<file path="config.mk">
export PLATFORM = sky130hd
export DESIGN_NAME = mm_feeder
export DESIGN_NICKNAME = d
export VERILOG_FILES = /design/src/rtl/mm_pkg.sv /design/src/rtl/mm_feed_buf.sv /design/src/rtl/mm_feeder.sv
export SDC_FILE = /design/constraint.sdc
export NUM_CORES = 1
export LEC_CHECK = 0
export CORE_UTILIZATION = 56
export DETAILED_ROUTE_END_ITERATION = 10
export DONT_BUFFER_PORTS = 1
export PLACE_DENSITY = 0.76
export RECOVER_POWER = 50
export SLEW_MARGIN = 20
export SYNTH_ARGS = -nofsm -noshare
export SYNTH_HDL_FRONTEND = slang
export SYNTH_HIERARCHICAL = 1
export SYNTH_SLANG_ARGS = --single-unit
</file>
<file path="constraint.sdc">
create_clock -name clk -period 5.67 [get_ports clk]
set_input_delay 1.134 -clock clk [delete_from_list [all_inputs] [get_ports clk]]
set_output_delay 1.134 -clock clk [all_outputs]
set_load 0.1 [all_outputs]
</file>
<file path="src/rtl/mm_pkg.sv">
// Shared types and default dimensions for the matrix-multiply feeder and array top.
package mm_pkg;

    typedef enum logic {
        LOAD   = 1'b0,
        STREAM = 1'b1
    } mm_state_e;

    localparam int unsigned MM_N          = 4;
    localparam int unsigned MM_K          = 4;
    localparam int unsigned MM_DATA_WIDTH = 8;
    localparam int unsigned MM_SKEW       = 2;

    // Cycles needed to push K beats through an N-deep skewed edge.
    function automatic int unsigned mm_stream_len(input int unsigned n,
                                                  input int unsigned k,
                                                  input int unsigned skew);
        return k + skew * (n - 1);
    endfunction

endpackage

</file>
<file path="src/rtl/mm_feed_buf.sv">
// K-deep operand buffer: one write port for a whole (A column, B row) beat,
// N independent read ports for A rows and N for B columns.
module mm_feed_buf
    import mm_pkg::*;
#(
    parameter int unsigned N          = MM_N,
    parameter int unsigned K          = MM_K,
    parameter int unsigned DATA_WIDTH = MM_DATA_WIDTH,
    parameter int unsigned AW         = (MM_K > 1) ? $clog2(MM_K) : 1
) (
    input  logic                    clk,
    input  logic                    we_i,
    input  logic [AW-1:0]           waddr_i,
    input  logic [N*DATA_WIDTH-1:0] wdata_a_i,
    input  logic [N*DATA_WIDTH-1:0] wdata_b_i,
    input  logic [N*AW-1:0]         raddr_a_i,
    input  logic [N*AW-1:0]         raddr_b_i,
    output logic [N*DATA_WIDTH-1:0] rdata_a_o,
    output logic [N*DATA_WIDTH-1:0] rdata_b_o
);

    logic [N*DATA_WIDTH-1:0] mem_a_q [K];
    logic [N*DATA_WIDTH-1:0] mem_b_q [K];

    always_ff @(posedge clk) begin
        if (we_i) begin
            mem_a_q[waddr_i] <= wdata_a_i;
            mem_b_q[waddr_i] <= wdata_b_i;
        end
    end

    // Port i only ever needs element i of its addressed slot.
    always_comb begin
        rdata_a_o = '0;
        rdata_b_o = '0;
        for (int unsigned i = 0; i < N; i++) begin
            rdata_a_o[i*DATA_WIDTH +: DATA_WIDTH] =
                mem_a_q[raddr_a_i[i*AW +: AW]][i*DATA_WIDTH +: DATA_WIDTH];
            rdata_b_o[i*DATA_WIDTH +: DATA_WIDTH] =
                mem_b_q[raddr_b_i[i*AW +: AW]][i*DATA_WIDTH +: DATA_WIDTH];
        end
    end

endmodule

</file>
<file path="src/rtl/mm_feeder.sv">
// Loads K beats of A columns / B rows, then streams them skewed by SKEW per
// row/column into the edges of an N x N systolic array.
module mm_feeder
    import mm_pkg::*;
#(
    parameter int unsigned N          = MM_N,
    parameter int unsigned K          = MM_K,
    parameter int unsigned DATA_WIDTH = MM_DATA_WIDTH,
    parameter int unsigned SKEW       = MM_SKEW
) (
    input  logic                    clk,
    input  logic                    rst_n,
    input  logic                    flush,
    input  logic                    in_valid,
    output logic                    in_ready,
    input  logic [N*DATA_WIDTH-1:0] in_a,
    input  logic [N*DATA_WIDTH-1:0] in_b,
    output logic [N*DATA_WIDTH-1:0] a_out,
    output logic [N*DATA_WIDTH-1:0] b_out,
    output logic [N-1:0]            en_out,
    output logic                    busy,
    output logic                    done
);

    localparam int unsigned L  = mm_stream_len(N, K, SKEW);
    localparam int unsigned CW = $clog2(L + 1);
    localparam int unsigned WW = $clog2(K + 1);
    localparam int unsigned AW = (K > 1) ? $clog2(K) : 1;
    localparam int unsigned W  = N * DATA_WIDTH;

    mm_state_e       state_q, state_d;
    logic [WW-1:0]   wr_cnt_q, wr_cnt_d;
    logic [CW-1:0]   t_q, t_d;
    logic [W-1:0]    a_q, a_d, b_q, b_d;
    logic [N-1:0]    en_q, en_d;
    logic            last_q, last_d;
    logic            done_q, done_d;

    logic            we;
    logic [AW-1:0]   waddr;
    logic [N-1:0]    win;
    logic [W-1:0]    win_mask;
    logic [N*AW-1:0] rd_addr;
    logic [W-1:0]    rd_a, rd_b;

    assign waddr = AW'(wr_cnt_q);

    mm_feed_buf #(
        .N          (N),
        .K          (K),
        .DATA_WIDTH (DATA_WIDTH),
        .AW         (AW)
    ) u_buf (
        .clk        (clk),
        .we_i       (we),
        .waddr_i    (waddr),
        .wdata_a_i  (in_a),
        .wdata_b_i  (in_b),
        .raddr_a_i  (rd_addr),
        .raddr_b_i  (rd_addr),
        .rdata_a_o  (rd_a),
        .rdata_b_o  (rd_b)
    );

    // Row i and column j share the window rule, so one address per lane serves both.
    always_comb begin
        win      = '0;
        win_mask = '0;
        rd_addr  = '0;
        for (int unsigned i = 0; i < N; i++) begin
            if (t_q >= CW'(SKEW * i) && t_q < CW'(SKEW * i + K)) begin
                win[i]                               = 1'b1;
                win_mask[i*DATA_WIDTH +: DATA_WIDTH] = '1;
                rd_addr[i*AW +: AW]                  = AW'(t_q - CW'(SKEW * i));
            end
        end
    end

    always_comb begin
        state_d  = state_q;
        wr_cnt_d = wr_cnt_q;
        t_d      = t_q;
        a_d      = '0;
        b_d      = '0;
        en_d     = '0;
        last_d   = 1'b0;
        done_d   = 1'b0;
        in_ready = 1'b0;
        we       = 1'b0;
        if (flush) begin
            state_d  = LOAD;
            wr_cnt_d = '0;
            t_d      = '0;
        end else begin
            done_d = last_q;
            unique case (state_q)
                LOAD: begin
                    in_ready = 1'b1;
                    if (in_valid) begin
                        we = 1'b1;
                        if (wr_cnt_q == WW'(K - 1)) begin
                            wr_cnt_d = '0;
                            t_d      = '0;
                            state_d  = STREAM;
                        end else begin
                            wr_cnt_d = wr_cnt_q + 1'b1;
                        end
                    end
                end
                STREAM: begin
                    en_d = win;
                    a_d  = rd_a & win_mask;
                    b_d  = rd_b & win_mask;
                    if (t_q == CW'(L - 1)) begin
                        state_d = LOAD;
                        t_d     = '0;
                        last_d  = 1'b1;
                    end else begin
                        t_d = t_q + 1'b1;
                    end
                end
                default: state_d = LOAD;
            endcase
        end
    end

    always_ff @(posedge clk or negedge rst_n) begin
        if (!rst_n) begin
            state_q  <= LOAD;
            wr_cnt_q <= '0;
            t_q      <= '0;
            a_q      <= '0;
            b_q      <= '0;
            en_q     <= '0;
            last_q   <= 1'b0;
            done_q   <= 1'b0;
        end else begin
            state_q  <= state_d;
            wr_cnt_q <= wr_cnt_d;
            t_q      <= t_d;
            a_q      <= a_d;
            b_q      <= b_d;
            en_q     <= en_d;
            last_q   <= last_d;
            done_q   <= done_d;
        end
    end

    assign a_out  = a_q;
    assign b_out  = b_q;
    assign en_out = en_q;
    assign busy   = (state_q == STREAM);
    assign done   = done_q;

endmodule
</file>
### Word-level counts from Yosys, hierarchy flattened

Memories as Yosys holds them, arrays and structs flattened.
Cells that the tools add are included.

| word-level totals | value |
|---|---|
| bits in registers | 78 |
| bits in writable memories | 256 |
| input port bits | 68 |
| output and inout port bits | 71 |
| memories kept | 2 |

| cells by class | value |
|---|---|
| add/subtract/negate cells | 5 |
| magnitude comparators | 8 |
| equal/unequal tests | 5 |
| mux-type cells | 43 |
| bitwise logic cells | 3 |
| reduce and logical (&&, ||, !) cells | 7 |

Memories:

| memory | depth | bits a word | read ports | clocked after Yosys merged registers in | wr ports | RTL line | text |
|---|---|---|---|---|---|---|---|
| u_buf.mem_a_q | 4 | 32 | 4 | 0 | 1 | mm_feed_buf.sv:22 | `logic [N*DATA_WIDTH-1:0] mem_a_q [K];` |
| u_buf.mem_b_q | 4 | 32 | 4 | 0 | 1 | mm_feed_buf.sv:23 | `logic [N*DATA_WIDTH-1:0] mem_b_q [K];` |

Operators with widths:

| operator | number |
|---|---|
| $mux 32 | 4 |
| $and 32x32->32 | 2 |
| $mux 8 | 4 |
| $mux 4 | 6 |
| $mux 1 | 19 |
| $mux 3 | 4 |
| $ge 4x3->1 const B | 2 |
| $lt 4x3->1 const B | 2 |
| $lt 4x4->1 const B | 2 |
| $mux 2 | 4 |
| $pmux 4 s2 | 1 |
| $ne 3x3->1 const B | 2 |
| $add 4x1->4 const B | 1 |
| $eq 4x4->1 const B | 1 |
| $ge 4x1->1 const B | 1 |
| $ge 4x2->1 const B | 1 |
| $logic_and 1x1->1 | 4 |
| $reduce_and 2->1 | 2 |
| $sub 2x2->2 const B | 2 |
| $add 3x1->3 const B | 1 |
| $eq 3x2->1 const B | 1 |
| $ne 2x2->1 const B | 1 |
| $pmux 1 s2 | 1 |
| $reduce_bool 2->1 | 1 |
| other kinds (2) | 2 |

### Longest topological paths before layout

Gate-level depths: netlist (run 1).
An unclocked memory read counts as a cell.

| depth | value |
|---|---|
| depth after elaboration | 7 |
| gate-level depth with buffers | 6 |
| depth with buffers taken out | 4 |

### Cells and area by module

The synthesis (run 1) kept the hierarchy.

Modules (own cells, without submodules):

| module | instances | cells an instance | area an instance (sq um) | seq. area each (sq um) |
|---|---|---|---|---|
| mm_feed_buf | 1 | 340 | 9,290.2 | 7,687.4 |
| mm_feeder | 1 | 201 | 2,750.1 | 1,951.9 |

### Worst setup path before layout (run 1)

No wires, ideal clock.

| timing path | value |
|---|---|
| kind | input port to flip-flop |
| start | input port flush |
| end | memory u_buf/mem_a_q[0][0] in the netlist's numbering, enable pin |
| setup time | 0.578 ns |
| arrival | 7.472 ns |
| data required time | 5.092 ns |
| setup slack | -2.380 ns |
| stages | 3 |
| path buffers | 0 |
| cell sequence | nor2_1 > and2_1 > nor3b_1 |

| between the ends | value |
|---|---|
| longest elaborated chain between the ends | 3 |

RTL lines:

| element | RTL line | text |
|---|---|---|
| from (decl) | mm_feeder.sv:13 | `input logic flush,` |
| $mux 1 | mm_feeder.sv:90 | `if (flush) begin` |
| via we | mm_feeder.sv:39 | `logic we;` |
| $mux 1 | mm_feed_buf.sv:26 | `if (we_i) begin` |
| $mux 1 (not written as such) | mm_feed_buf.sv:27 | `mem_a_q[waddr_i] <= wdata_a_i;` |
| to (decl) | mm_feed_buf.sv:22 |  |

The timed path passes the listed nets, and every way through them passes these cells.

### Final worst setup path (run 1)

| timing path | value |
|---|---|
| start | register state_q (netlist: busy) |
| end | output port in_ready |

| between the ends | value |
|---|---|
| longest elaborated chain between the ends | 2 |

RTL lines:

| element | RTL line | text |
|---|---|---|
| from (decl) | mm_feeder.sv:31 | `mm_state_e state_q, state_d;` |
| from (signal assigned) | mm_feeder.sv:138 | `state_q <= state_d;` |
| $mux 1 | mm_feeder.sv:96 | `unique case (state_q)` |
| $mux 1 | mm_feeder.sv:90 |  |
| to (decl) | mm_feeder.sv:15 | `output logic in_ready,` |

No other way between the ends.

==> run summary, run 1 <==
Starting Density: 57.3%
worst min path class: in2async
final setup fails: 0
Synth cell types: 36
Fin Setup TNS: 0 ps
failing checks: capacitance limit, slew limit
pins over their slew limit: 18
worst-margin pin slew: 1660 ps
Fin. Hold Viols: 0
most common cell in the netlist: edfxtp_1
FF-to-FF path depth: 3
Layout area overhead: 12.0%
LEAKAGE: 4.69 nW
WP data arrival: 2550 ps
CTS tree: done
clock skew: 10.5 ps
Async S/R FF share, synth: 23.4%
reg2reg end: a_out[9]
initial antenna violation count: 0
Die Width: 149 um
Peak VDD IR: 232 uV
Mapped Cells: 541
Synth top area share: 63.8%
RSZ-0062 raised after global routing: no
synthesized area per cell: 22.3 um^2
CTS HTree Levels: 2
gpl congestion: 0.760
pwr dens: 375 nW/um^2
Nets: 634
Yosys warnings: 6
first-pass GRT wire length: 32300 um
Inserted Clock Buffers: 34
Setup crit start kind: register
syn_nets: 610
routed wire length per instance: 23.9 um
CP Class: reg2out
Rel. slew slack: -11.3%
antenna viol nets, final: 0
n_diodes: 0
Post-synth EDFFs: 256
R2R Path Start: busy
Commonest cells post-synth: 256 x edfxtp_1, 78 x dfrtp_1, 65 x and2_1
DR DRC count: 0
share of cells above drive strength 1: 23.2%
number of global-route vias before repair: 5499
Highest Clock Rate: 0.272 GHz
Critical Path Start: busy
Area contributors post-synth: edfxtp_1 64%, dfrtp_1 16%, mux4_2 12%
Crit Path Max Fanout: 6
Cell Area, Synth: 12000 um^2
HPWL after DPL: 11900 um
post-synthesis sequential area ratio: 80.1%
R2R setup slack: 2520 ps
dominant synthesized flop cell: edfxtp_1
grt total ovfl: 0
clk_lat worst skew: 500 ps
largest net degree at the start of global routing: 79
Bufs on Longest Clock Path: 3
status: finished, violations left
post-cts hold buffer count: 0
Tcrit/Tclk final: 64.9%
clk slew on worst S/H paths: 70 ps
Crit path required time: 4540 ps
Root Driver: clkbuf_16
die area: 22100 um^2
clock period minus final worst setup slack: 3680 ps
I/O pin count: 139
Initial DRT Pass Iterations: 4
cell taking the most area after synthesis: edfxtp_1
Die H: 149 um
Crit. End Element: primary output
PostCTS Resize Cnt: 0
Final Util: 64.2%
DRT iter0 DRCs: 328
CTS Sinks: 334
Port-buffer cells: 0
Post-CTS Setup Inserts: 0
vias post-DR: 5017
final wirelength: 20700 um
Total GRT Usage: 20.1%
row cnt: 53
Layout fillers: 1356
#FFs+latches synth: 334
vias per cell: 5.79
Max Cap Viol: 1
area of the core: 21000 um^2
layout make-up:
cell class / instances / area (um^2) / share of cell area, %
inverters: 6 / 22.5 / 0.167
clock inverters: 9 / 103 / 0.761
clock buffers: 53 / 1070 / 7.90
multi-input cells: 178 / 2200 / 16.3
flip-flops and latches: 334 / 9640 / 71.5
repair buffers: 11 / 111 / 0.826
well taps: 275 / 344 / 2.55
power by group:
group | switching (mW) | internal, mW
logic | 0.0472 | 0.0378
registers | 0.0199 | 2.69
clock network | 0.866 | 1.39
total | 0.933 | 4.12
logic make-up (layout without fill, tap and decap cells):
| group | after synthesis | after routing | synth area share [%] |
|---|---|---|---|
| fa+ha+maj | 1 | 1 | 0.104 |
| xor+xnor | 1 | 1 | 0.0728 |
| flops | 334 | 334 | 80.1 |
| mux | 65 | 65 | 12.1 |
| compound gates | 14 | 14 | 0.883 |
| buf+inv | 29 | 79 | 1.74 |
| simple gates | 97 | 97 | 5.09 |
through the flow:
stage	worst slack (ps)	instances	hold WS [ps]	total power, mW	cell area (um^2)
after floorplan	779	541	439	2.82	12100
after global placement	2820	802	507	2.84	12300
after detailed placement	2730	802	545	2.85	12300
after CTS	2580	864	309	5.10	13500
after global routing	1930	866	304	5.21	13500
final	1990	866	331	5.05	13500
state kept, by name (all words and copies together) (netlist names):
register       flops
b_out             32
done               1
t_q                4
last_q             1
a_out             32
en_out             4
wr_cnt_q           3
busy               1
u_buf/mem_b_q    128
u_buf/mem_a_q    128
cell usage in the layout (no fill, tap or decap), types with 3 or more instances in the layout:
master	synthesis	final
clkbuf_16	0	37
dfrtp_1	78	78
inv_1	5	5
buf_4	1	8
clkinv_2	0	3
nor3_2	1	4
and2_1	65	64
clkbuf_8	0	8
a31oi_1	4	4
nor2b_1	3	3
nand2_1	6	6
nor2_1	6	5
clkbuf_1	0	9
mux4_2	64	64
edfxtp_1	256	256
how the worst max path moves through the flow:
stage,to,slack (ps),depth (start not counted)
after global placement,u_buf/mem_b_q[2][15],2820,3
after floorplan,u_buf/mem_a_q[0][0],780,3
final,in_ready,1990,2
after global routing,in_ready,1930,2
after CTS,in_ready,2580,2
after detailed placement,u_buf/mem_b_q[2][15],2730,3
per-layer routing:
metal  part of all wire [%]  vias up  wire length [um]  global-route usage [%]
met5                      0        -                 0                       0
met4                    1.8        0               364                    6.34
met3                    9.6       30              1980                    7.58
met2                     51      178             10500                    32.6
met1                     38     2632              7890                    25.1
li1                       -     2177                 -                       -
worst max-delay path, stage by stage (launching register included):
cell and delay [ps]:
dfrtp_1 770, nor2_1 320, clkbuf_1 960
(Power assumes the default switching activity.)
==> inputs of run 2 (changes only) <==
clock period = 3.2 ns   (was 5.67 ns; I/O delays follow)
==> run 2 against run 1 <==
The run now ends clean; hold slack lost 180 ps; worst setup slack lost 1400 ps; via count shrank 0.32%; wire length shrank 3.2%; final cell count grew 0.35%; core utilization shrank 0.20 points; critical path depth grew 2; die area is the same; register-to-register slack lost 1900 ps; design area shrank 0.31%; sequential power grew 77%; non-clock buffer count grew 7; largest cell class unchanged; highest routed layer unchanged.
==> run summary, run 2 (same netlist as run 1, synthesis figures left out) <==
Pint: 6.96 mW (+69%)
Initial DRT Pass Iterations: 4 (unchanged)
CP Class: reg2reg
FF-to-FF path depth: 4 (+1)
DRT iter0 DRCs: 267 (-19%)
RSZ-0062 raised after global routing: no
I/O pin count: 139 (unchanged)
Crit path required time: 3680 ps (-860 ps)
WP data arrival: 3100 ps (+550 ps)
worst-margin pin slew: 1090 ps (-569 ps)
biggest regs: u_buf/mem_a_q (128), u_buf/mem_b_q (128)
CTS tree: done
hold_ws: 156 ps (-175 ps)
Hold Path End: wr_cnt_q[0]
clock period minus final worst setup slack: 2620 ps
vias post-DR: 5001 (-0.32%)
Psw: 1.62 mW (+73%)
share of cells above drive strength 1: 23.6% (+0.39 points)
Layout area overhead: 11.7%
clk_lat worst skew: 550 ps (+50 ps)
clock skew: 9.32 ps (-1.16 ps)
largest net degree at the start of global routing: 79 (unchanged)
Port-buffer cells: 0 (unchanged)
Highest Clock Rate: 0.381 GHz
Bufs on Longest Clock Path: 3 (unchanged)
Crit Path Max Fanout: 17 (+11)
CTS Sinks: 334 (unchanged)
multi-input logic area: 2240 um^2 (+1.6%)
register area: 9640 um^2 (unchanged)
number of global-route vias before repair: 5409 (-1.6%)
R2R setup slack: 580 ps (-1940 ps)
Worst Hold Depth: 1
Max Cap Viol: 0 (-1)
row cnt: 53 (unchanged)
Rel. slew slack: 27.5% (+39 points)
final wirelength: 20000 um (-3.2%)
Inserted Clock Buffers: 31 (-8.8%)
antenna viol nets, final: 0 (unchanged)
area of the core: 21000 um^2 (unchanged)
Nets: 638 (+0.63%)
pins over their slew limit: 0 (-18)
Post-CTS Setup Inserts: 0 (unchanged)
Starting Density: 57.3% (unchanged)
Comb power frac: 2.1% (+0.4 points)
Layout fillers: 1368 (+0.88%)
Total GRT Usage: 18.9% (-1.2 points)
vias per cell: 5.75 (-0.66%)
Die Width: 149 um (unchanged)
first-pass GRT wire length: 31000 um (-4.1%)
Hold Path Origin: flush
switching share of power: 18.9% (+0.40 points)
routed wire length per instance: 23.0 um (-3.6%)
Clk pwr share: 41.9% (-2.7 points)
gpl congestion: 0.742 (-2.4%)
status: finished, final reports clean
Tcrit/Tclk final: 82.0%
Peak VDD IR: 454 uV (+95%)
HPWL after DPL: 11700 um (-1.8%)
commonest non-fill, non-tap cell in the layout: edfxtp_1
initial antenna violation count: 0 (unchanged)
overall power: 8.57 mW (+70%)
Root Driver: clkbuf_16
Setup crit start kind: register
DR DRC count: 0 (unchanged)
die area: 22100 um^2 (unchanged)
Sequential Power Share: 56.0% (+2.3 points)
CTS HTree Levels: 1 (-1)
pwr dens: 638 nW/um^2 (+70%)
grt total ovfl: 0 (unchanged)
commonest non-fill, non-tap cells in the layout: 256 x edfxtp_1, 78 x dfrtp_1, 64 x and2_1, 64 x mux4_2, 31 x clkbuf_16
LEAKAGE: 4.66 nW (-0.61%)
worst min path class: in2reg
final setup fails: 0 (unchanged)
clk slew on worst S/H paths: 60 ps (about the same)
Crit. End Element: register
reg2reg end: a_out[7]
Fin. Hold Viols: 0 (unchanged)
Die H: 149 um (unchanged)
R2R Path Start: busy
n_diodes: 0 (unchanged)
## run 2: power groups by stage
stage                     clock [mW]  sequential [mW]  combinational [mW]
after floorplan                    0             4.89               0.118
after global placement             0             4.89               0.152
after detailed placement           0             4.90               0.157
after CTS                       3.66             4.81               0.183
after global routing            3.84             4.81               0.195
final                           3.59             4.81               0.177
## run 2: area by class of cell
cell class	count	share of cell area, %
Multi-Input combinational cell	178	16.6
Sequential cell	334	71.7
Clock buffer	43	6.40
Clock inverter	15	1.12
Inverter	6	0.168
Tap cell	275	2.56
Timing Repair Buffer	18	1.42
## run 2: metrics by stage
stage          setup slack [ps]  util [%]  std cells  TNS, ps  cell area [um^2]
2_1_floorplan              -364         -        541   -23320             12100
3_3_place_gp                869      59.0        809        0             12400
3_5_place_dp                814      59.0        809        0             12400
4_1_cts                     794      64.0        868        0             13500
5_1_grt                     429      64.0        869        0             13400
6_report                    577      64.0        869        0             13400
## run 2: critical path, stage by stage (launching register included)
cell	delay, ps
dfrtp_1	1060
nand2b_1	470
nor3_2	210
clkbuf_1	570
and2_1	240
## run 2: worst max path at each step
stage,endpoint,from,slack (ps),cells past startpoint
floorplan,u_buf/mem_a_q[0][0],busy,-360,3
finish,a_out[7],busy,580,4
detailed placement,b_out[26],t_q[3],810,5
global placement,a_out[28],t_q[3],870,5
CTS,b_out[26],t_q[3],790,5
global route,a_out[7],busy,430,4
## run 2: metal layers
metal	part of all wire, %	global-route usage, %
met5	0	0
met1	38	23.5
met2	52	31.9
met3	8.3	6.44
met4	1.6	4.59
## run 2: timing repair
item / 4_1_cts / 5_1_grt
setup endpoints to repair: 0 / 0
hold buffers: 1 / 1
hold endpoints to repair: 78 / 14
resized for setup: 0 / 0
==> inputs of run 3 (changes only) <==
CORE_UTILIZATION = 62   (was 56)
PLACE_DENSITY = 0.8   (was 0.76)
clock period = 2.7 ns   (was 3.2 ns; I/O delays follow)
==> run 3 against run 2 <==
Via count is 2.0% higher; power is 23% higher; clock-buffer cell count is 3 higher; sequential share of layout area is 0.78 points lower; core utilization is 8.0 points higher; first-iteration DRC count is 20% higher; critical endpoint is now u_buf/mem_b_q[3][15]; largest cell class unchanged.
==> run summary, run 3 (same netlist as run 1, synthesis figures left out) <==
Layout Cells excl Fill: 861 (-0.92%)
Bufs on Longest Clock Path: 3 (unchanged)
overall power: 10.6 mW (+23%)
setup slack at placement: 444 ps (-370 ps)
Port-buffer cells: 0 (unchanged)
Inserted Clock Buffers: 34 (+9.7%)
reg2reg end: u_buf/mem_b_q[3][15]
Setup crit start kind: register
CTS HTree Levels: 2 (+1)
Rel. slew slack: 31.3% (+3.8 points)
RSZ-0062 raised after global routing: no
Hold Path End: wr_cnt_q[2]
grt total ovfl: 0 (unchanged)
first-pass GRT wire length: 31500 um (+1.8%)
DR DRC count: 0 (unchanged)
FF-to-FF path depth: 4 (unchanged)
Worst path max stage delay: 650 ps (-410 ps)
CTS tree: done
Layout area overhead: 12.9%
HPWL after DPL: 11700 um (about the same)
Cells after DPL: 798 (-1.4%)
area of the core: 18900 um^2 (-10%)
worst setup margin: 348 ps (-229 ps)
Peak VDD IR: 899 uV (+98%)
WP buf/inv: 1 (unchanged)
share of cells above drive strength 1: 25.1% (+1.6 points)
die area: 20000 um^2 (-9.6%)
Hold Path Origin: flush
clock skew: 15.4 ps (+6.13 ps)
biggest regs: u_buf/mem_a_q (128), u_buf/mem_b_q (128)
final setup fails: 0 (unchanged)
top sig layer: met4
Max Cap Viol: 0 (unchanged)
clock period minus final worst setup slack: 2350 ps (-271 ps)
pwr dens: 777 nW/um^2 (+22%)
Final Util: 72.0% (+8.0 points)
pins over their slew limit: 0 (unchanged)
CTS Sinks: 334 (unchanged)
commonest non-fill, non-tap cell in the layout: edfxtp_1
R2R Path Start: busy
gpl congestion: 0.763 (+2.9%)
Fin. Hold Viols: 0 (unchanged)
status: finished, final reports clean
clk slew on worst S/H paths: 60 ps (about the same)
I/O pin count: 139 (unchanged)
R2R setup slack: 350 ps (-230 ps)
post-cts hold buffer count: 2 (+1)
Total GRT Usage: 21.8% (+2.9 points)
Post-CTS Setup Inserts: 0 (unchanged)
delay-heaviest family, CP: simple AND/OR/NAND/NOR gates
commonest non-fill, non-tap cells in the layout: 256 x edfxtp_1, 77 x dfrtp_1, 64 x and2_1, 64 x mux4_2, 35 x clkbuf_16
Starting Density: 63.7% (+6.5 points)
worst-margin pin slew: 1020 ps (-62.6 ps)
Crit Path Max Fanout: 40 (+23)
LEAKAGE: 4.76 nW (+2.0%)
vias post-DR: 5102 (+2.0%)
Tcrit/Tclk final: 87.1% (+5.1 points)
clk_lat worst skew: 500 ps (-50 ps)
antenna viol nets, final: 0 (unchanged)
Slowest-stage cell, CP: dfrtp_4
WP data arrival: 2470 ps (-630 ps)
Nets: 645 (+1.1%)
design area: 13600 um^2 (+1.1%)
worst min path class: in2reg
Crit. End Element: register
cell chain of the critical path: nor2_1 -> and2_0 -> and3_1 -> clkbuf_4
met2 wire length: 11200 um (+6.9%)
initial antenna violation count: 0 (unchanged)
largest net degree at the start of global routing: 79 (unchanged)
Die H: 141 um (-4.9%)
Root Driver: clkbuf_16
n_diodes: 0 (unchanged)
CP Class: reg2reg
final wirelength: 20500 um (+2.4%)
row cnt: 50 (-5.7%)
routed wire length per instance: 23.8 um (+3.3%)
DRT iter0 DRCs: 321 (+20%)
Crit path required time: 2820 ps (-860 ps)
Initial DRT Pass Iterations: 4 (unchanged)
Highest Clock Rate: 0.425 GHz (+12%)
area post-placement: 12500 um^2 (+0.39%)
PostCTS Resize Cnt: 0 (unchanged)
Worst Hold Depth: 1 (unchanged)
WL met3: 1240 um (-25%)
met1 WL: 7650 um (+0.92%)
Die Width: 141 um (-4.9%)
number of global-route vias before repair: 5579 (+3.1%)
vias per cell: 5.93 (+3.0%)
run 3: changes by cell type in the layout (fill, tap and decap cells not counted), moves of 2 or more:
| cell | change |
|---|---|
| clkbuf_1 | -2 |
| clkinv_1 | -3 |
| clkbuf_16 | +4 |
| clkbuf_8 | +2 |
| buf_12 | +2 |
run 3: worst max-delay path by stage:
stage | from | end | slack [ps] | cells past startpoint
after floorplan | busy | u_buf/mem_a_q[0][0] | -860 | 3
after global placement | t_q[2] | b_out[30] | 530 | 5
after detailed placement | t_q[2] | a_out[29] | 440 | 5
after CTS | t_q[2] | b_out[31] | 430 | 5
after global routing | t_q[2] | a_out[27] | 280 | 5
final | busy | u_buf/mem_b_q[3][15] | 350 | 4
run 3: stage by stage:
step | setup TNS [ps] | hold WS, ps
2_1_floorplan | -65560 | 244
3_3_place_gp | 0 | 247
3_5_place_dp | 0 | 246
4_1_cts | 0 | 84.7
5_1_grt | 0 | 85.6
6_report | 0 | 106
run 3: cell type report:
type / count / area [um^2]
clock buffers: 46 / 977
repair buffers: 22 / 243
fillers: 1110 / 5300
flip-flops and latches: 334 / 9640
inverters: 6 / 22.5
clock inverters: 15 / 164
well taps: 260 / 325
multi-input cells: 178 / 2220
run 3: metal layers:
metal / GRT usage (%) / vias to the layer above
met4: 7.61 / 0
li1: - / 2196
met1: 26.3 / 2713
met2: 38.4 / 154
met3: 5.47 / 39
met5: 0 / -
run 3: power by group:
group	switching, mW	internal (mW)
sequential	0.0433	5.65
combinational	0.127	0.0901
clock	1.81	2.84
